[src/rtl/sbc_pkg.sv]
// -----------------------------------------------------------------------------
// sbc_pkg
// Definitions shared by the SBC input stage: the PS/2 receiver state
// encoding, the special scan-code bytes, the frame geometry, and an
// odd-parity helper.
// No ports (package).
// -----------------------------------------------------------------------------
package sbc_pkg;

    typedef enum logic [1:0] {
        IDLE   = 2'd0,
        DATA   = 2'd1,
        PARITY = 2'd2,
        STOP   = 2'd3
    } ps2_state_t;

    localparam logic [7:0] PS2_BREAK_CODE = 8'hF0;
    localparam logic [7:0] PS2_EXT_CODE   = 8'hE0;
    localparam int         PS2_FRAME_BITS = 11;

    // start + parity + stop surround the data bits
    localparam int         PS2_DATA_BITS  = PS2_FRAME_BITS - 3;

    // Odd parity: data bits and parity bit together hold an odd number of ones
    function automatic logic odd_parity_ok(input logic [7:0] data, input logic par);
        return ^{data, par};
    endfunction

endpackage

[src/rtl/ps2_line_filter.sv]
// -----------------------------------------------------------------------------
// ps2_line_filter
// Brings an asynchronous open-collector PS/2 line into clk_50m, rejects
// glitches shorter than FILTER_LEN samples and flags the filtered 1->0
// transition.
// Ports:
//   clk_50m   in   system clock
//   rst_n     in   synchronous active-low reset
//   line_raw  in   raw asynchronous PS/2 line
//   fall      out  one-cycle pulse on the filtered falling edge
// -----------------------------------------------------------------------------
module ps2_line_filter
    import sbc_pkg::*;
#(
    parameter int FILTER_LEN = 8
) (
    input  logic clk_50m,
    input  logic rst_n,
    input  logic line_raw,
    output logic fall
);

    localparam int                CNT_W    = $clog2(FILTER_LEN + 1);
    localparam logic [CNT_W-1:0]  CNT_LAST = CNT_W'(FILTER_LEN - 1);

    logic [1:0]       sync_q;
    logic [CNT_W-1:0] cnt_q;
    logic             filt_q;
    logic             filt_d1_q;

    // The filtered level only moves after FILTER_LEN consecutive samples that
    // disagree with it; any agreeing sample restarts the run.
    always_ff @(posedge clk_50m) begin
        if (!rst_n) begin
            sync_q    <= 2'b11;
            cnt_q     <= '0;
            filt_q    <= 1'b1;
            filt_d1_q <= 1'b1;
        end else begin
            sync_q    <= {sync_q[0], line_raw};
            filt_d1_q <= filt_q;
            if (sync_q[1] == filt_q) begin
                cnt_q <= '0;
            end else if (cnt_q == CNT_LAST) begin
                filt_q <= sync_q[1];
                cnt_q  <= '0;
            end else begin
                cnt_q <= cnt_q + 1'b1;
            end
        end
    end

    assign fall = filt_d1_q & ~filt_q;

endmodule

[src/rtl/ps2_keyboard_rx.sv]
// -----------------------------------------------------------------------------
// ps2_keyboard_rx
// PS/2 keyboard receiver: deserialises 11-bit frames (start, 8 data bits
// LSB first, odd parity, stop) into scan-code bytes and flags parity,
// framing and mid-frame timeout errors. All outputs are registered; a
// result appears the cycle after the stop-bit edge is seen.
// Optional build macro PS2_BREAK_FILTER_EN: absorbs F0/E0 prefix bytes
// and reports them through is_break/is_ext on the following byte.
// Ports:
//   clk_50m     in   50 MHz system clock
//   rst_n       in   synchronous active-low reset
//   ps2_clk     in   raw PS/2 clock
//   ps2_data    in   raw PS/2 data
//   keyCode     out  last received scan code, held between frames
//   dataReady   out  one-cycle pulse, keyCode valid
//   is_break    out  release code flag, valid with dataReady
//   is_ext      out  E0-prefixed flag, valid with dataReady
//   parity_err  out  one-cycle pulse, parity check failed
//   frame_err   out  one-cycle pulse, bad start/stop bit or timeout
// -----------------------------------------------------------------------------
// state  | meaning
// IDLE   | waiting for a start bit
// DATA   | shifting in the 8 data bits
// PARITY | waiting for the parity bit
// STOP   | waiting for the stop bit, then report
module ps2_keyboard_rx
    import sbc_pkg::*;
#(
    parameter int FILTER_LEN  = 8,
    parameter int TIMEOUT_CYC = 100000
) (
    input  logic       clk_50m,
    input  logic       rst_n,
    input  logic       ps2_clk,
    input  logic       ps2_data,
    output logic [7:0] keyCode,
    output logic       dataReady,
    output logic       is_break,
    output logic       is_ext,
    output logic       parity_err,
    output logic       frame_err
);

    localparam int               TMO_W    = $clog2(TIMEOUT_CYC);
    localparam logic [TMO_W-1:0] TMO_LAST = TMO_W'(TIMEOUT_CYC - 1);
    localparam logic [2:0]       BIT_LAST = 3'(PS2_DATA_BITS - 1);

    ps2_state_t       state_q, state_nxt;
    logic [2:0]       bit_cnt_q, bit_cnt_nxt;
    logic [7:0]       shift_q, shift_nxt;
    logic             par_q, par_nxt;
    logic [TMO_W-1:0] tmo_q, tmo_nxt;
    logic             ev_ok, ev_perr, ev_ferr;

    logic             clk_fall;
    logic [1:0]       data_sync_q;
    logic             data_bit;

    ps2_line_filter #(.FILTER_LEN(FILTER_LEN)) u_clk_filter (
        .clk_50m  (clk_50m),
        .rst_n    (rst_n),
        .line_raw (ps2_clk),
        .fall     (clk_fall)
    );

    // Data is held stable for the whole clock-low phase, so a plain
    // synchroniser suffices; it is sampled when the filtered clock falls.
    always_ff @(posedge clk_50m) begin
        if (!rst_n) data_sync_q <= 2'b11;
        else        data_sync_q <= {data_sync_q[0], ps2_data};
    end
    assign data_bit = data_sync_q[1];

    always_ff @(posedge clk_50m) begin
        if (!rst_n) begin
            state_q   <= IDLE;
            bit_cnt_q <= '0;
            shift_q   <= '0;
            par_q     <= 1'b0;
            tmo_q     <= '0;
        end else begin
            state_q   <= state_nxt;
            bit_cnt_q <= bit_cnt_nxt;
            shift_q   <= shift_nxt;
            par_q     <= par_nxt;
            tmo_q     <= tmo_nxt;
        end
    end

    always_comb begin
        state_nxt   = state_q;
        bit_cnt_nxt = bit_cnt_q;
        shift_nxt   = shift_q;
        par_nxt     = par_q;
        tmo_nxt     = tmo_q;
        ev_ok       = 1'b0;
        ev_perr     = 1'b0;
        ev_ferr     = 1'b0;
        if (state_q == IDLE) begin
            tmo_nxt = '0;
            if (clk_fall) begin
                if (!data_bit) begin
                    state_nxt   = DATA;
                    bit_cnt_nxt = '0;
                end else begin
                    ev_ferr = 1'b1;
                end
            end
        end else if (clk_fall) begin
            tmo_nxt = '0;
            unique case (state_q)
                DATA: begin
                    shift_nxt   = {data_bit, shift_q[7:1]};
                    bit_cnt_nxt = bit_cnt_q + 3'd1;
                    if (bit_cnt_q == BIT_LAST) state_nxt = PARITY;
                end
                PARITY: begin
                    par_nxt   = data_bit;
                    state_nxt = STOP;
                end
                STOP: begin
                    state_nxt = IDLE;
                    // a bad stop bit outranks a parity failure
                    if (!data_bit)                          ev_ferr = 1'b1;
                    else if (!odd_parity_ok(shift_q, par_q)) ev_perr = 1'b1;
                    else                                    ev_ok   = 1'b1;
                end
                default: state_nxt = IDLE;
            endcase
        end else if (tmo_q == TMO_LAST) begin
            state_nxt = IDLE;
            tmo_nxt   = '0;
            shift_nxt = '0;
            ev_ferr   = 1'b1;
        end else begin
            tmo_nxt = tmo_q + 1'b1;
        end
    end

`ifdef PS2_BREAK_FILTER_EN
    logic brk_flag_q;
    logic ext_flag_q;

    always_ff @(posedge clk_50m) begin
        if (!rst_n) begin
            keyCode    <= 8'h00;
            dataReady  <= 1'b0;
            is_break   <= 1'b0;
            is_ext     <= 1'b0;
            parity_err <= 1'b0;
            frame_err  <= 1'b0;
            brk_flag_q <= 1'b0;
            ext_flag_q <= 1'b0;
        end else begin
            dataReady  <= 1'b0;
            is_break   <= 1'b0;
            is_ext     <= 1'b0;
            parity_err <= ev_perr;
            frame_err  <= ev_ferr;
            if (ev_perr || ev_ferr) begin
                brk_flag_q <= 1'b0;
                ext_flag_q <= 1'b0;
            end else if (ev_ok) begin
                if (shift_q == PS2_BREAK_CODE) begin
                    brk_flag_q <= 1'b1;
                end else if (shift_q == PS2_EXT_CODE) begin
                    ext_flag_q <= 1'b1;
                end else begin
                    keyCode    <= shift_q;
                    dataReady  <= 1'b1;
                    is_break   <= brk_flag_q;
                    is_ext     <= ext_flag_q;
                    brk_flag_q <= 1'b0;
                    ext_flag_q <= 1'b0;
                end
            end
        end
    end
`else
    always_ff @(posedge clk_50m) begin
        if (!rst_n) begin
            keyCode    <= 8'h00;
            dataReady  <= 1'b0;
            parity_err <= 1'b0;
            frame_err  <= 1'b0;
        end else begin
            dataReady  <= ev_ok;
            parity_err <= ev_perr;
            frame_err  <= ev_ferr;
            if (ev_ok) keyCode <= shift_q;
        end
    end

    assign is_break = 1'b0;
    assign is_ext   = 1'b0;
`endif

endmodule

[config.mk]
export PLATFORM = sky130hd
export DESIGN_NAME = ps2_keyboard_rx
export DESIGN_NICKNAME = d
export VERILOG_FILES = /design/src/rtl/sbc_pkg.sv /design/src/rtl/ps2_line_filter.sv /design/src/rtl/ps2_keyboard_rx.sv
export SDC_FILE = /design/constraint.sdc
export NUM_CORES = 1
export LEC_CHECK = 0
export ABC_CLOCK_PERIOD_IN_PS = 3050
export CAP_MARGIN = 10
export CORE_ASPECT_RATIO = 1.2
export CORE_MARGIN = 4
export CORE_UTILIZATION = 35
export CTS_CLUSTER_DIAMETER = 100
export CTS_CLUSTER_SIZE = 10
export DETAILED_ROUTE_END_ITERATION = 8
export GPL_ROUTABILITY_DRIVEN = 0
export PLACE_DENSITY = 0.5
export SLEW_MARGIN = 10
export SYNTH_ARGS = -nofsm -noshare
export SYNTH_HDL_FRONTEND = slang
export SYNTH_SLANG_ARGS = --single-unit
[constraint.sdc]
create_clock -name clk_50m -period 3.05 [get_ports clk_50m]
set_input_delay 0.915 -clock clk_50m [delete_from_list [all_inputs] [get_ports clk_50m]]
set_output_delay 0.915 -clock clk_50m [all_outputs]
set_load 0.05 [all_outputs]
Yosys cells after proc, flatten, opt, wreduce, memory -nomap -nowiden
Index checks and enable logic that the tools add are counted.
- logic and storage cells: 76
- flip-flop bits (word level): 52
- output and inout bits: 13
- muxes and demuxes: 28
- $add $sub $neg: 3
- eq/ne operators: 11
- bitwise gates (word level): 8
- reduce and logical (&&, ||, !) cells: 12
- operators by type and width (cell ; count):
    $mux 8 ; 3
    $add 17x1->17 const B ; 1
    $eq 17x17->1 const B ; 1
    $mux 3 ; 5
    $mux 1 ; 13
    $mux 2 ; 6
    $reduce_and 3->1 ; 3
    $reduce_xor 9->1 ; 1
    $not 1->1 ; 7
    $reduce_or 5->1 ; 1
    $add 4x1->4 const B ; 1
    $eq 2x2->1 const B ; 2
    $eq 4x3->1 const B ; 1
    $ne 2x2->1 const B ; 2
    $ne 4x4->1 const B ; 1
    $pmux 2 s2 ; 1
    $reduce_and 4->1 ; 1
    $reduce_bool 2->1 ; 2
    $reduce_or 4->1 ; 1
    $add 3x1->3 const B ; 1
    $eq 3x3->1 const B ; 1
    $reduce_or 3->1 ; 1
    $eq 2x1->1 const B ; 1
    $logic_not 2->1 ; 1
    4 further kinds ; 4

Longest topological paths before layout
Gate-level depths: netlist (run 1).
- word-level depth: 6
- gate-level depth with buffers: 7
- gate-level depth less buffers: 7

By module
From an unflattened synthesis (run 1), not the netlist that was laid out.
- cell total of the unflattened synthesis: 245
- area total of the unflattened synthesis: 2264.7 µm²
- by module, submodules not included (module ; times used ; sequential area each (µm²) ; area an instance (µm²) ; cells each):
    ps2_keyboard_rx ; 1 ; 880.8 ; 1985.7 ; 219
    ps2_line_filter ; 1 ; 160.2 ; 279.0 ; 26

Worst setup path after synthesis (run 1)
Ideal clock, no wire load.
- kind: reg-to-reg
- start point: reg tmo_q[0]
- end point: reg tmo_q[16]
- stages on the path, launching flop included: 7
- data required time: 2.932 ns
- arrival: 1.574 ns
- period minus slack after synthesis: 1.693 ns
- path slack: 1.357 ns
- setup time: 0.118 ns
- cells stage by stage: dfxtp_1 > ha_1 > nand3_1 > or4_1 > nor3_1 > xnor2_1 > nor2_1
- longest elaborated chain between the ends: 2
- elaborated cells between the ends (all ways): 3
- ends and longest elaborated chain (element ; line ; RTL):
    start, declared ; ps2_keyboard_rx.sv:52 ; logic [TMO_W-1:0] tmo_q, tmo_nxt;
    start signal, assigned ; ps2_keyboard_rx.sv:86 ; tmo_q <= tmo_nxt;
    branches (longest 2 deep; another with $add 17x1->17) ; - ;
Several ways; the timed one is not identified.
A chain may end at the register's enable or synchronous reset.

Final worst setup path (run 1)
- start point: reg keyCode[1]
- end point: out keyCode[1]
- RTL lines (element ; line ; RTL):
    start, declared ; ps2_keyboard_rx.sv:36 ; output logic [7:0] keyCode,
    start signal, assigned ; ps2_keyboard_rx.sv:190 ; if (ev_ok) keyCode <= shift_q;
No word-level cell between the ends.

==> metrics.md, run 1 <==
| Metric | Value |
|---|---|
| CTS tree | done |
| Final Skew | 13.36 ps |
| Minimum clock period | 2375 ps |
| Via density | around 4.7 |
| Mux cell area share after synthesis | under 10% |
| EDFF count, synth | 0 |
| Largest family of logic cells by synthesized area | simple AND/OR/NAND/NOR gates |
| Status | complete, no violations |
| Maximum clock path buffer count | 2 |
| Synth unique cells | 43 |
| Relative slew slack | 55.24% |
| Setup Viol. Count Final | 0 |
| RSZ-0062 raised after global routing | false |
| Synth Area in Adders | 4.865% |
| Kind of launch point of the worst setup path | flip-flop |
| Port Buffers | 14 |
| Vias in the first global route | 1689 |
| Nets | 285 |
| Seq/Total Area, Yosys | 44.97% |
| Critical path buffers and inverters | 1 |
| HP Class | reg -> reg |
| VDD IR max | 0.1982 mV |
| IO Pins | 17 |
| Synth-to-Final Area Change | 12.70% |
| Drt drc | 0 |
| Pre-CTS WS | 353.5 ps |
| Share of cells above drive strength 1 | 6.227% |
| Synth area leaders | dfxtp_1, xnor2_1, nand2_1 |
| Clk pin slew, worst setup/hold paths | 100 ps |
| Worst Tran Pin Value | 652.7 ps |
| Synth Area in Compound Gates | 7.676% |
| Top cell family by delay on the critical path | buffers and inverters |
| Setup tns final | 0 ps |
| Crit path capture type | output port |
| PD cells | 425.8 mW/mm² |
| Synthesized flop and latch total | 52 |
| Clk_lat worst skew | around 310 ps |
| Number of max-cap violations | 0 |
| Synth Area in XOR/XNOR | 10.49% |
| Finished Layout Cells | 358 |
| Pleak | 0.8773 nW |
| Clock tree root driver cell | clkbuf_8 |
| CP max FO | 2 |
| CTS H-tree depth | 2 |
| Critical path's slowest cell | clkdlybuf4s50_1 |
| Final hold violations | 0 |
| Dominant cell type by area after synthesis | dfxtp_1 |
| Max-slew violation count | 0 |
| Synthesized area | between 0.002 and 0.0025 mm² |
| Design Power | 1.111 mW |
| Die height | 97.09 µm |
| Final worst setup slack | 675.3 ps |
| Row Count | 32 |
| Hold buffer count at cts | 0 |
| Fillcell total | 660 |
| Peak Freq | about 420 MHz |
| DRT iter0 DRCs | 89 |
| Chip Width | 82.24 µm |
| GRT Total Usage | 11.83% |
| Routed Antenna Nets | 0 |
| WL per Instance | between 10 and 15 µm |
| Async set or reset register ratio after synthesis | 0% |
| Die ar. | 0.007984 mm² |
| Mapped Cells | 258 |
| CP Class | reg -> out |
| Hpwl dp | 2.931 mm |
| Placed cells | 350 |
| Dominant synthesized flop cell | dfxtp_1 |
| Starting Density | 35.91% |
| Cts repair resizes | 0 |
| Vias | 1685 |
| CTS sink count | 52 |
| Post-CTS Repair Setup Buffers | 0 |
| Warning count from the yosys run | 0 |
| Core region area | 0.006446 mm² |
| Synth Area in Simple Gates | 23.73% |
| Final critical-path share of the clock period | 77.86% |
| Data required, critical path | roughly 2100 ps |
| First-pass detailed-route iteration total | 4 |
| First-pass GRT wire length | roughly 7.6 mm |
| Total gr overflow | 0 |
| Synth top area share | 44.97% |
| N_diodes | 0 |
| Final WL | a little over 4 mm |
| Crit path DAT | 1460 ps |
| WHS | slightly above 400 ps |
| Mean Syn Cell Area | between 8 and 9 µm² |
| Initial antenna violation count | 0 |
| Slowest Stage Delay on Critical Path | about 800 ps |
| Clock buffers created by TritonCTS | 5 |
| Critical path cell sequence | clkdlybuf4s50_1 |
| Largest net degree at the start of global routing | 19 |
==> cells by family (layout without fill, tap and decap cells) <==
group | after synthesis | in the layout
and+or+nand+nor | 111 | 111
DFF | 52 | 52
AOI/OAI and AO/OA | 31 | 31
xor gates and xnor gates | 26 | 26
buffers and inverters | 18 | 32
muxes | 10 | 10
adders and majority gates | 9 | 9
other | 1 | 2
==> metal layers <==
metal | share of wire, % | vias up | track usage, %
met4 | 1.3 | 0 | 4.604
met5 | 0 | - | 0
met1 | 46 | 784 | 15.54
li1 | - | 876 | -
met2 | 49 | 20 | 18.77
met3 | 3.2 | 5 | 2.226
==> flip-flops by register name, indices dropped and copies added (netlist names), 2 cells and up <==
| register | flops |
|---|---|
| u_clk_filter.cnt_q | 4 |
| u_clk_filter.sync_q | 2 |
| tmo_q | 17 |
| keyCode | 8 |
| state_q | 2 |
| shift_q | 8 |
| bit_cnt_q | 3 |
| data_sync_q | 2 |
==> placed cells by master, fill, tap and decap left out, types with 2 or more instances in the layout <==
cell              n
dfxtp_1          52
nand2_1          36
nor2_1           31
xnor2_1          17
clkdlybuf4s50_1  14
nand3_1          12
o21ai_0          12
mux2i_1          10
a21oi_1          10
ha_1              9
inv_1             8
xor2_1            8
nand2b_1          6
clkbuf_8          5
nor3_1            4
a21boi_0          4
and3_1            3
nor2b_1           2
nand3b_1          2
nand4b_1          2
conb_1            2
==> report_power, final <==
part | switching, mW | total [mW] | internal [mW]
sequential | 0.00281 | 0.686 | 0.683
combinational | 0.0219 | 0.0323 | 0.0104
clock | 0.230 | 0.393 | 0.163
==> final timing paths <==
path | from | end | slack (ps) | cells after the start
worst max-delay path | keyCode[1]$_SDFFE_PN0P_ | keyCode[1] | 680 | 1
worst min-delay path | data_sync_q[0]$_SDFF_PN1_ | data_sync_q[1]$_SDFF_PN1_ | 410 | 1
worst max register to register | tmo_q[0]$_SDFF_PP0_ | tmo_q[3]$_SDFF_PP0_ | 940 | 6
worst min register to register | data_sync_q[0]$_SDFF_PN1_ | data_sync_q[1]$_SDFF_PN1_ | 410 | 1
==> stage by stage <==
| step | cell area, µm² | utilization [%] |
|---|---|---|
| after detailed placement | 2519 | 39.07 |
| after global routing | 2609 | 40.47 |
| after CTS | 2609 | 40.47 |
| after floorplan | 2318 | - |
| final | 2609 | 40.47 |
| after global placement | 2519 | 39.07 |
==> synthesized netlist by cell type (2+ instances only) <==
master    number
a21boi_0       4
a21oi_1       10
and3_1         3
buf_4          3
clkbuf_1       4
dfxtp_1       52
ha_1           9
inv_1          8
mux2i_1       10
nand2_1       36
nand2b_1       6
nand3_1       12
nand3b_1       2
nand4b_1       2
nor2_1        31
nor2b_1        2
nor3_1         4
o21ai_0       12
xnor2_1       17
xor2_1         8
==> area by class of cell <==
| cell class | count | area, µm² | area share (%) |
|---|---|---|---|
| clock buffers | 5 | 68.82 | 2.638 |
| clock inverters | 3 | 21.27 | 0.8153 |
| inverters | 9 | 33.78 | 1.295 |
| multi-input cells | 189 | 1190 | 45.61 |
| flip-flops and latches | 52 | 1041 | 39.90 |
| well taps | 85 | 106.4 | 4.077 |
| repair buffers | 15 | 147.6 | 5.659 |
Note: power is estimated with default switching activity, not from simulation.
==> run 2: changes to the inputs <==
--- a/config.mk
+++ b/config.mk
@@ -5,7 +5,7 @@
 export SDC_FILE = /design/constraint.sdc
 export NUM_CORES = 1
 export LEC_CHECK = 0
-export ABC_CLOCK_PERIOD_IN_PS = 3050
+export ABC_CLOCK_PERIOD_IN_PS = 2000
 export CAP_MARGIN = 10
 export CORE_ASPECT_RATIO = 1.2
 export CORE_MARGIN = 4
@@ -14,7 +14,7 @@
 export CTS_CLUSTER_SIZE = 10
 export DETAILED_ROUTE_END_ITERATION = 8
 export GPL_ROUTABILITY_DRIVEN = 0
-export PLACE_DENSITY = 0.5
+export PLACE_DENSITY = 0.52
 export SLEW_MARGIN = 10
 export SYNTH_ARGS = -nofsm -noshare
 export SYNTH_HDL_FRONTEND = slang
==> constraint.sdc (replaced) <==
create_clock -name clk_50m -period 2 [get_ports clk_50m]
set_input_delay 0.6 -clock clk_50m [delete_from_list [all_inputs] [get_ports clk_50m]]
set_output_delay 0.6 -clock clk_50m [all_outputs]
set_load 0.05 [all_outputs]
==> run 2 against run 1 <==
Net effect:
- sequential power increased by 53%
- hold slack improved by 10 ps
- first-iteration DRC count decreased by 47%
- non-clock buffer count up 7
- combinational power up 63%
- largest cell class unchanged
- largest power group unchanged
==> metrics.md, run 2 (synthesized netlist as in run 1, its figures left out) <==
| Metric | Value |
|---|---|
| DRT iter0 DRCs | 47 (was 89) |
| Routed Antenna Nets | 0 (unchanged) |
| HP Class | reg -> reg (unchanged) |
| Critical path cell sequence | or4b_1 -> nor4_4 -> a21oi_2 -> buf_4 -> o21ai_0 -> a21oi_1 (was clkdlybuf4s50_1) |
| Maximum clock path buffer count | 2 (unchanged) |
| Crit path from | tmo_q[5]$_SDFF_PP0_ (was keyCode[1]$_SDFFE_PN0P_) |
| CP Class | reg -> reg (was reg -> out) |
| Crit path capture type | flip-flop (was output port) |
| Worst Hold Depth | 1 (unchanged) |
| Vias in the first global route | 1622 (was 1689) |
| PD cells | 635.6 mW/mm² (was 425.8 mW/mm²) |
| Largest net degree at the start of global routing | 25 (was 19) |
| Largest register FFs | 17 (unchanged) |
| N_diodes | 0 (unchanged) |
| Setup Viol. Count Final | 0 (unchanged) |
| RSZ-0062 raised after global routing | false (unchanged) |
| CP max FO | 10 (was 2) |
| Pre-CTS WS | 74.56 ps (was 353.5 ps) |
| Hold EP | u_clk_filter.sync_q[1]$_SDFF_PN1_ (was data_sync_q[1]$_SDFF_PN1_) |
| Final WL | 4.161 mm (was 4.140 mm) |
| Status | complete, no violations (unchanged) |
| Core region area | 0.006446 mm² (unchanged) |
| Design area | 0.002664 mm² (was 0.002609 mm²) |
| Fillcell total | 666 (was 660) |
| Kind of launch point of the worst setup path | flip-flop (unchanged) |
| Slowest Stage Delay on Critical Path | 580 ps (was 800 ps) |
| WL per Instance | 11.40 µm (was 11.56 µm) |
| First-pass GRT wire length | 7.383 mm (was 7.631 mm) |
| Chip Width | 82.24 µm (unchanged) |
| Row Count | 32 (unchanged) |
| Setup tns final | 0 ps (unchanged) |
| Hpwl dp | 2.977 mm (was 2.931 mm) |
| Starting Density | 35.91% (unchanged) |
| Port Buffers | 14 (unchanged) |
| Flop2flop setup slack | 190 ps (was 940 ps) |
| Total gr overflow | 0 (unchanged) |
| CTS sink count | 52 (unchanged) |
| Initial antenna violation count | 0 (unchanged) |
| Die height | 97.09 µm (unchanged) |
| IO Pins | 17 (unchanged) |
| Final critical-path share of the clock period | 90.42% |
| Placed Area | 0.002556 mm² (was 0.002519 mm²) |
| Share of cells above drive strength 1 | 13.21% (was 6.227%) |
| Max-slew violation count | 0 (unchanged) |
| Final Skew | 9.485 ps (was 13.36 ps) |
| Synth-to-Final Area Change | 15.08% (was 12.70%) |
| Most common cell after layout, fill and taps aside | dfxtp_1 (unchanged) |
| Regs by FF count | tmo_q (17), keyCode (8), shift_q (8) (unchanged) |
| Peak Freq | 553.0 MHz |
| Reg2reg start | tmo_q[5]$_SDFF_PP0_ (was tmo_q[0]$_SDFF_PP0_) |
| Most frequent cells in the layout | dfxtp_1, nand2_1, nor2_1 (unchanged) |
| GRT Total Usage | 11.66% (was 11.83%) |
| WHS | 418.2 ps (was 408.1 ps) |
| Vias | 1692 (was 1685) |
| R2r endpoint | shift_q[1]$_SDFFE_PN0P_ (was tmo_q[3]$_SDFF_PP0_) |
| First-pass detailed-route iteration total | 4 (unchanged) |
| Clk_lat worst skew | 300 ps (was 310 ps) |
| Data required, critical path | 2190 ps (was 2130 ps) |
| CTS tree | done (unchanged) |
| Crit path DAT | 2000 ps (was 1460 ps) |
| Clock tree root driver cell | clkbuf_8 (unchanged) |
| Worst R2R Path Depth | 6 (unchanged) |
| CTS H-tree depth | 2 (unchanged) |
| Via density | 4.636 (was 4.707) |
| Die ar. | 0.007984 mm² (unchanged) |
| Final hold violations | 0 (unchanged) |
| Final worst setup slack | 191.6 ps (was 675.3 ps) |
| Critical path's slowest cell | or4b_1 (was clkdlybuf4s50_1) |
| Final core occ | 41.32% (was 40.47%) |
| Pleak | 0.9364 nW (was 0.8773 nW) |
| Drt drc | 0 (unchanged) |
| Number of max-cap violations | 0 (unchanged) |
| Minimum clock period | 1808 ps |
| Hold Path Origin | u_clk_filter.sync_q[0]$_SDFF_PN1_ (was data_sync_q[0]$_SDFF_PN1_) |
| Clk pin slew, worst setup/hold paths | 90 ps (was 100 ps) |
| Nets | 292 (was 285) |
| Most flops, register | tmo_q (unchanged) |
| VDD IR max | 0.4070 mV (was 0.1982 mV) |
| Clock buffers created by TritonCTS | 5 (unchanged) |
==> run 2: changes by cell type in the layout (fill, tap and decap cells not counted), sizes merged <==
cell,delta
buf,+18
clkbuf,+1
clkinvlp,-1
clkdlybuf4s50,-11
==> run 2: timing repair <==
| action | 4_1_cts | 5_1_grt |
|---|---|---|
| hold buffers | 0 | 0 |
| buffers inserted | 0 | 0 |
| resized for setup | 0 | 4 |
| setup endpoints to repair | 0 | 27 |
==> run 2: per-layer routing <==
layer  track usage, %  part of all wire (%)  vias up
met3            2.968                   3.5        4
li1                 -                     -      894
met5                0                     0        -
met2            19.20                    47       20
met4            4.604                   1.8        0
met1            14.16                    47      774
==> run 2: stage by stage <==
step                      instances  power (mW)
after CTS                       365       1.732
after floorplan                 259       1.105
after global routing            365       1.777
after detailed placement        357       1.124
final                           365       1.693
after global placement          357       1.123
==> run 2: power breakdown <==
part           leakage [nW]  switching [mW]  internal [mW]  total [mW]
registers             0.420         0.00466           1.04        1.05
logic                 0.471          0.0339         0.0187      0.0526
clock network        0.0456           0.345          0.250       0.595
total                 0.936           0.383           1.31        1.69
==> run 2: worst max-delay path, delay by kind of cell (launching register included) <==
family / cells / cell delay [ps]
buffers and inverters: 1 / 190
AND/OR/NAND/NOR: 2 / 770
flip-flops: 1 / 360
AO/OA/AOI/OAI: 3 / 380
==> run 2: layout make-up <==
type / count / area, µm² / area share, %
clock buffer: 6 / 72.57 / 2.724
clock inverter: 2 / 13.76 / 0.5167
inverter: 9 / 33.78 / 1.268
multi-input combinational: 189 / 1211 / 45.47
sequential: 52 / 1041 / 39.08
tap: 85 / 106.4 / 3.992
timing repair buffer: 22 / 185.2 / 6.952
==> run 2: how the worst max path moves through the flow <==
stage	slack, ps	endpoint
after floorplan	310	tmo_q[16]$_SDFF_PP0_
after global placement	90	tmo_q[5]$_SDFF_PP0_
after detailed placement	70	tmo_q[11]$_SDFF_PP0_
after CTS	40	tmo_q[11]$_SDFF_PP0_
after global routing	30	tmo_q[16]$_SDFF_PP0_
final	190	shift_q[1]$_SDFFE_PN0P_
